$ cat src/rtl/oam_dma_ctrl.sv
// rtl/oam_dma_ctrl.sv - $4014 sprite DMA controller, odd-cycle alignment under OAM_DMA_ODD_ALIGN_EN
module oam_dma_ctrl #(
  parameter logic [15:0] DMA_REG_ADDR  = 16'h4014,
  parameter logic [15:0] OAM_DATA_ADDR = 16'h2004
) (
  input  logic        i_clk,
  input  logic        i_rst,
  input  logic        i_cpu_ce,
  input  logic [15:0] i_cpu_addr,
  input  logic [7:0]  i_cpu_wdata,
  input  logic        i_cpu_wn,
  output logic        o_cpu_rdy,
  output logic        o_dma_busy,
  output logic [15:0] o_dma_addr,
  output logic [7:0]  o_dma_wdata,
  output logic        o_dma_wn,
  input  logic [7:0]  i_bus_rdata
);

  typedef enum logic [2:0] {
    S_IDLE  = 3'd0,
    S_HALT  = 3'd1,
    S_ALIGN = 3'd2,
    S_READ  = 3'd3,
    S_WRITE = 3'd4
  } state_t;

  state_t      state;
  state_t      state_nxt;
  logic [7:0]  page;
  logic [7:0]  counter;
  logic [7:0]  buffer;
  logic        trigger_hit;

  // A CPU write to the DMA register; only meaningful while idle.
  assign trigger_hit = (i_cpu_addr == DMA_REG_ADDR) && !i_cpu_wn;

`ifdef OAM_DMA_ODD_ALIGN_EN
  logic parity;

  // CPU-cycle parity, used to pick up the extra alignment cycle.
  always_ff @(posedge i_clk) begin
    if (i_rst) begin
      parity <= 1'b0;
    end else if (i_cpu_ce) begin
      parity <= ~parity;
    end
  end
`endif

  // State register advances once per CPU cycle.
  always_ff @(posedge i_clk) begin
    if (i_rst) begin
      state <= S_IDLE;
    end else if (i_cpu_ce) begin
      state <= state_nxt;
    end
  end

  // Next-state selection and bus output decode from registered state.
  always_comb begin
    state_nxt   = state;
    o_cpu_rdy   = 1'b0;
    o_dma_busy  = 1'b1;
    o_dma_addr  = 16'h0000;
    o_dma_wdata = 8'h00;
    o_dma_wn    = 1'b1;
    case (state)
      S_IDLE: begin
        o_cpu_rdy  = 1'b1;
        o_dma_busy = 1'b0;
        if (trigger_hit) begin
          state_nxt = S_HALT;
        end
      end
      S_HALT: begin
`ifdef OAM_DMA_ODD_ALIGN_EN
        state_nxt = parity ? S_ALIGN : S_READ;
`else
        state_nxt = S_READ;
`endif
      end
      S_ALIGN: begin
        state_nxt = S_READ;
      end
      S_READ: begin
        o_dma_addr = {page, counter};
        state_nxt  = S_WRITE;
      end
      S_WRITE: begin
        o_dma_addr  = OAM_DATA_ADDR;
        o_dma_wdata = buffer;
        o_dma_wn    = 1'b0;
        state_nxt   = (counter == 8'hFF) ? S_IDLE : S_READ;
      end
      default: begin
        state_nxt = S_IDLE;
      end
    endcase
  end

  // Page latch, byte counter and read buffer; counter stays inside the page.
  always_ff @(posedge i_clk) begin
    if (i_rst) begin
      page    <= 8'h00;
      counter <= 8'h00;
      buffer  <= 8'h00;
    end else if (i_cpu_ce) begin
      case (state)
        S_IDLE: begin
          if (trigger_hit) begin
            page    <= i_cpu_wdata;
            counter <= 8'h00;
          end
        end
        S_READ: begin
          buffer <= i_bus_rdata;
        end
        S_WRITE: begin
          if (counter != 8'hFF) begin
            counter <= counter + 8'd1;
          end
        end
        default: begin
        end
      endcase
    end
  end

endmodule

$ cat config.mk
export PLATFORM = sky130hd
export DESIGN_NAME = oam_dma_ctrl
export DESIGN_NICKNAME = d
export VERILOG_FILES = /design/src/rtl/oam_dma_ctrl.sv
export SDC_FILE = /design/constraint.sdc
export NUM_CORES = 1
export LEC_CHECK = 0
export ABC_AREA = 0
export CORE_MARGIN = 2
export CORE_UTILIZATION = 30
export CTS_BUF_LIST = sky130_fd_sc_hd__clkbuf_8
export DETAILED_ROUTE_END_ITERATION = 6
export SLEW_MARGIN = 5
export SYNTH_ARGS = -nofsm -noshare
export SYNTH_HDL_FRONTEND = slang
export SYNTH_SLANG_ARGS = --single-unit
$ cat constraint.sdc
create_clock -name i_clk -period 1.4 [get_ports i_clk]
set_input_delay 0.21 -clock i_clk [delete_from_list [all_inputs] [get_ports i_clk]]
set_output_delay 0.21 -clock i_clk [all_outputs]
set_load 0.03 [all_outputs]
==> run summary, run 1 <==
Status: complete, but fails checks
Failing checks: negative setup slack
CP required: 1.19 ns
DRT Pass-1 Iters: 4
Synth Area per Inst: 8.04 um2
Port bufs: 62
Final #Nets: 345
Max Fclk: 610 MHz
Row count: 26
Residual DRC count: 0
RSZ-0062 raised after global routing: yes
Synth area leader: dfxtp_1
H-tree depth: 1
Fin Clk Skew: 0.00463 ns
Crit Path Category: reg2out
Power Total: 1.39 mW
Pwr dens: 468 mW/mm2
RePlAce Congestion: 0.816
WL met1: 2200 um
Max Transition Viols Final: 0
Hold WS: 0.406 ns
Slew margin rel.: 81.6%
Post-synth top area share: 33.8%
CTS tree: yes
Post-Synthesis Cells: 199
Worst Max-Slew Pin Slew: 0.273 ns
Worst-path fanout max: 3
Clock buffer depth: 2
Total number of vias: 1855
Area grow syn2layout: 85.6%
CTS buffer count: 3
DR iter-0 viols: 77
Setup WS pre-CTS: -0.397 ns
Area contributors post-synth: dfxtp_1 (34%), and2_1 (9.8%), a21oi_1 (6.6%)
N_diodes: 0
Synth async-reset ratio: 0%
Final Hold Fails: 0
Die ar.: 0.00593 mm2
Worst setup margin: -0.240 ns
Post-synth top cells: nand2_1 (28), dfxtp_1 (27), and2_1 (25)
Sum Neg Setup Slack: -5.77 ns
Total GRT Usage: 17.2%
Synthesized Nets: 236
Clk_lat worst skew: 0.27 ns
Dpl hpwl: 3550 um
Clock slew at reported path FFs: 0.10 ns
Top-count cell post-synth: nand2_1
Largest net degree at the start of global routing: 17
Seq/Total Area, Yosys: 33.8%
Crit path time final: 1.64 ns
Layout cells sized above 1: 48.2%
Setup crit end kind: output port
Placed cell count: 359
Initial antenna violation count: 0
Leak: 1.18 nW
Max layer used: met4
Global-route wire length before repair: 8450 um
CTS root buf: clkbuf_8
Post-synth EDFFs: 0
Ys Warns: 0
Met2 wire length: 2550 um
Core area: 0.00514 mm2
Synthesized area: 0.00160 mm2
Number of global-route vias before repair: 1861
Finish-stage setup viols: 41
Worst path cell trace: or3_4 > inv_2 > buf_6 > buf_6 > buf_6
Slowest stage cell, crit path: or3_4
Grt ovf: 0
Die W: 77.0 um
Worst VDD drop: 0.000314 V
Vias per cell: 4.92
Netlist cell types: 44
ANT nets after route: 0
CTS Sinks: 27
Seq cells post-synth: 27
Largest stage delay, worst path: 0.41 ns
Worst path arrival time: 1.43 ns
Startpoint Class: register
Initial core utilization: 31.1%
MaxCap Viol Count: 0
Final worst path period share: 117%
Worst path most repeated cell: buf_6
Most frequently used flop master after synthesis: dfxtp_1
Die Span Y: 77.0 um
Finished Layout Cells: 377
Met3 wire length: 284 um
Routed len/inst: 13.6 um
I/O Pins: 63
Min-delay worst type: in2reg
DRT Wirelength: 5110 um
[critical path, delay by kind of cell, from the launching register on]
family	cells	cell delay (ns)
buffers and inverters	4	0.38
DFF	1	0.37
and+or+nand+nor	1	0.41
[stage by stage]
stage,utilization [%],instance area (um2)
finish,57.7,2970
global route,57.7,2970
CTS,56.3,2890
detailed placement,49.0,2520
global placement,49.0,2520
floorplan,-,1620
[final timing paths]
| check | startpoint | cells past startpoint | slack [ns] | to |
|---|---|---|---|---|
| min reg2reg | buffer[1] | 2 | 0.46 | buffer[1] |
| min | i_cpu_addr[3] | 5 | 0.41 | counter[4] |
| max | state[0] | 5 | -0.24 | o_cpu_rdy |
| max reg2reg | state[0] | 7 | -0.18 | counter[1] |
[report_power, final]
part,internal [mW],switching (mW)
Sequential,0.763,0.00000159
Combinational,0.105,0.0564
Clock,0.202,0.261
[cell families (layout without fill, tap and decap cells)]
kind of cell / Yosys count / in the layout / synth area share [%]
buf+inv: 19 / 124 / 6.73
mux: 1 / 1 / 0.704
flops: 27 / 27 / 33.8
compound gates: 50 / 50 / 19.9
fa+ha+maj: 1 / 1 / 0.782
simple gates: 101 / 104 / 38.1
[metal layers]
metal	vias to the layer above	track usage, %
li1	935	-
met1	846	21.9
met2	69	30.4
met3	5	2.00
met4	0	5.36
met5	-	0
[final cells by class]
type / instances / area (um2)
Clock inverter: 1 / 7.51
Timing Repair Buffer: 113 / 1100
Sequential cell: 27 / 552
Multi-Input combinational cell: 156 / 1150
Tap cell: 70 / 87.6
Inverter: 7 / 26.3
Clock buffer: 3 / 41.3
Fill cell: 488 / 2170
[registers in the layout, indices dropped and copies added, names as in the netlist]
name	cells
state	3
counter	8
buffer	8
page	8
[layout by cell type (no fill, tap or decap), types with 5 or more instances in the layout]
| cell | instances |
|---|---|
| buf_6 | 32 |
| and2_4 | 23 |
| nand3_1 | 11 |
| dfxtp_1 | 22 |
| buf_4 | 42 |
| inv_1 | 5 |
| a21oi_1 | 20 |
| nor2_1 | 5 |
| o21ai_2 | 6 |
| clkdlybuf4s50_1 | 28 |
| nand4_1 | 8 |
| nand2_1 | 23 |
[repair_timing]
| item | in CTS | in global routing |
|---|---|---|
| hold buffers | 0 | 0 |
| resized for setup | 92 | 19 |
| endpoints found under the setup margin | 53 | 49 |
| pin swaps | 23 | 13 |
| gates cloned | 4 | 0 |
| buffers inserted | 9 | 2 |
| endpoints found under the hold margin | 0 | 0 |
No activity file was read; power rests on OpenSTA's default activity.
==> inputs of run 2 (changes only) <==
--- a/config.mk
+++ b/config.mk
@@ -14,3 +14,4 @@
 export SYNTH_ARGS = -nofsm -noshare
 export SYNTH_HDL_FRONTEND = slang
 export SYNTH_SLANG_ARGS = --single-unit
+export TNS_END_PERCENT = 100
==> results of run 2 <==
No change in the layout: final DEF, timing and power equal those of run 1.
==> inputs of run 3 (changes only) <==
--- a/config.mk
+++ b/config.mk
@@ -6,7 +6,6 @@
 export NUM_CORES = 1
 export LEC_CHECK = 0
 export ABC_AREA = 0
-export CORE_MARGIN = 2
 export CORE_UTILIZATION = 30
 export CTS_BUF_LIST = sky130_fd_sc_hd__clkbuf_8
 export DETAILED_ROUTE_END_ITERATION = 6
@@ -14,4 +13,4 @@
 export SYNTH_ARGS = -nofsm -noshare
 export SYNTH_HDL_FRONTEND = slang
 export SYNTH_SLANG_ARGS = --single-unit
-export TNS_END_PERCENT = 100
+export TNS_END_PERCENT = 20
==> run summary, run 3 (synthesis results as in run 1) <==
Die W: 75.0 um
Total number of vias: 1795
Min-delay worst type: reg2reg
Max Transition Viols Final: 0
Routed len/inst: 12.8 um
Largest regs: buffer (8), counter (8), page (8)
Failing checks: negative setup slack
Vias per cell: 4.83
Max Fclk: 623 MHz
Placed cell count: 359
Setup WS pre-CTS: -0.359 ns
Post-Route Utilization: 56.0%
Flop2flop setup slack: -0.14 ns
Final instance area: 0.00286 mm2
Worst Max-Slew Pin Slew: 0.291 ns
Fin Clk Skew: 0.00456 ns
Die ar.: 0.00563 mm2
ANT nets after route: 0
CTS Sinks: 27
Crit path time final: 1.61 ns
Initial core utilization: 31.3%
CTS tree: yes
Hold-fix buffers, CTS: 0
Area grow syn2layout: 78.8%
# fillers: 499
Setup crit end kind: output port
DRT Pass-1 Iters: 4
Port bufs: 62
Pwr dens: 482 mW/mm2
Finished Layout Cells: 372
Finish-stage setup viols: 44
Most frequent cells in the layout: buf_4 (39), clkdlybuf4s50_1 (34), buf_6 (31)
Leak: 1.11 nW
Layout cells sized above 1: 43.4%
Residual DRC count: 0
Worst path arrival time: 1.40 ns
Placed cell area: 0.00250 mm2
Sum Neg Setup Slack: -4.70 ns
Initial antenna violation count: 0
Number of global-route vias before repair: 1708
DR iter-0 viols: 96
Final Hold Fails: 0
Die Span Y: 75.0 um
Clk_lat worst skew: 0.27 ns
Grt ovf: 0
Total GRT Usage: 17.9%
DRT Wirelength: 4760 um
Worst setup margin: -0.205 ns
I/O Pins: 63
Row count: 26
CTS buffer count: 3
Clock slew at reported path FFs: 0.10 ns
Largest net degree at the start of global routing: 17
Status: complete, but fails checks
N_diodes: 0
Core area: 0.00511 mm2
Worst VDD drop: 0.000428 V
Startpoint Class: register
RePlAce Congestion: 0.826
Clock buffer depth: 2
Commonest non-fill, non-tap cell in the layout: buf_4
H-tree depth: 1
CP required: 1.19 ns
Worst-path fanout max: 4
Slew margin rel.: 80.4%
Crit Path Category: reg2out
Global-route wire length before repair: 7780 um
Final #Nets: 340
CTS root buf: clkbuf_8
RSZ-0062 raised after global routing: yes
Dpl hpwl: 3390 um
MaxCap Viol Count: 0
Final worst path period share: 115%
[run 3: cell types whose count changed in the layout (fill, tap and decap cells not counted), moves of 3 or more]
| cell | before | now |
|---|---|---|
| and2_4 | 23 | 16 |
| buf_4 | 42 | 39 |
| and2_1 | 1 | 9 |
| clkdlybuf4s50_1 | 28 | 34 |
| dlygate4sd2_1 | 4 | 0 |
[run 3: path summary, 6_finish.rpt]
| path | start | end | cells after the start |
|---|---|---|---|
| min reg2reg | buffer[6] | buffer[6] | 2 |
| min | buffer[6] | buffer[6] | 2 |
| max reg2reg | state[2] | counter[1] | 7 |
| max | state[2] | o_cpu_rdy | 5 |
[run 3: layout make-up]
cell class	instances	area, um2	share of cell area (%)
clock inverter	1	7.51	0.263
multi-input combinational	156	1100	38.5
inverter	7	26.3	0.919
clock buffer	3	41.3	1.44
sequential	27	549	19.2
tap	70	87.6	3.06
timing repair buffer	108	1050	36.6
[run 3: routing by layer]
layer	track usage, %	vias up	share of wire (%)
li1	-	929	-
met1	23.2	813	45
met2	31.8	51	50
met3	2.01	2	4.7
met4	4.40	0	0.71
met5	0	-	0
[run 3: stage by stage]
stage	hold WS, ns	power [mW]
final	0.457	1.38
after global routing	0.483	1.43
after detailed placement	0.439	0.947
after CTS	0.453	1.40
after floorplan	0.346	0.822
after global placement	0.435	0.946
[run 3: where the power goes]
part / switching (mW) / internal, mW / leakage (nW)
Sequential: 0.00000167 / 0.763 / 0.219
Combinational: 0.0553 / 0.110 / 0.872
Clock: 0.247 / 0.202 / 0.0217
[run 3: worst max-delay path: stages, from the launching register on]
cell and delay (ns):
dfxtp_2 0.35, or3_4 0.40, inv_2 0.07, buf_6 0.09, buf_6 0.09, buf_6 0.12
[run 3: what timing repair did]
item,in CTS,in global routing
pin swaps,15,7
resized for setup,57,27
endpoints found under the setup margin,53,52
cloned,3,0
setup buffers,5,1
hold endpoints to repair,0,0
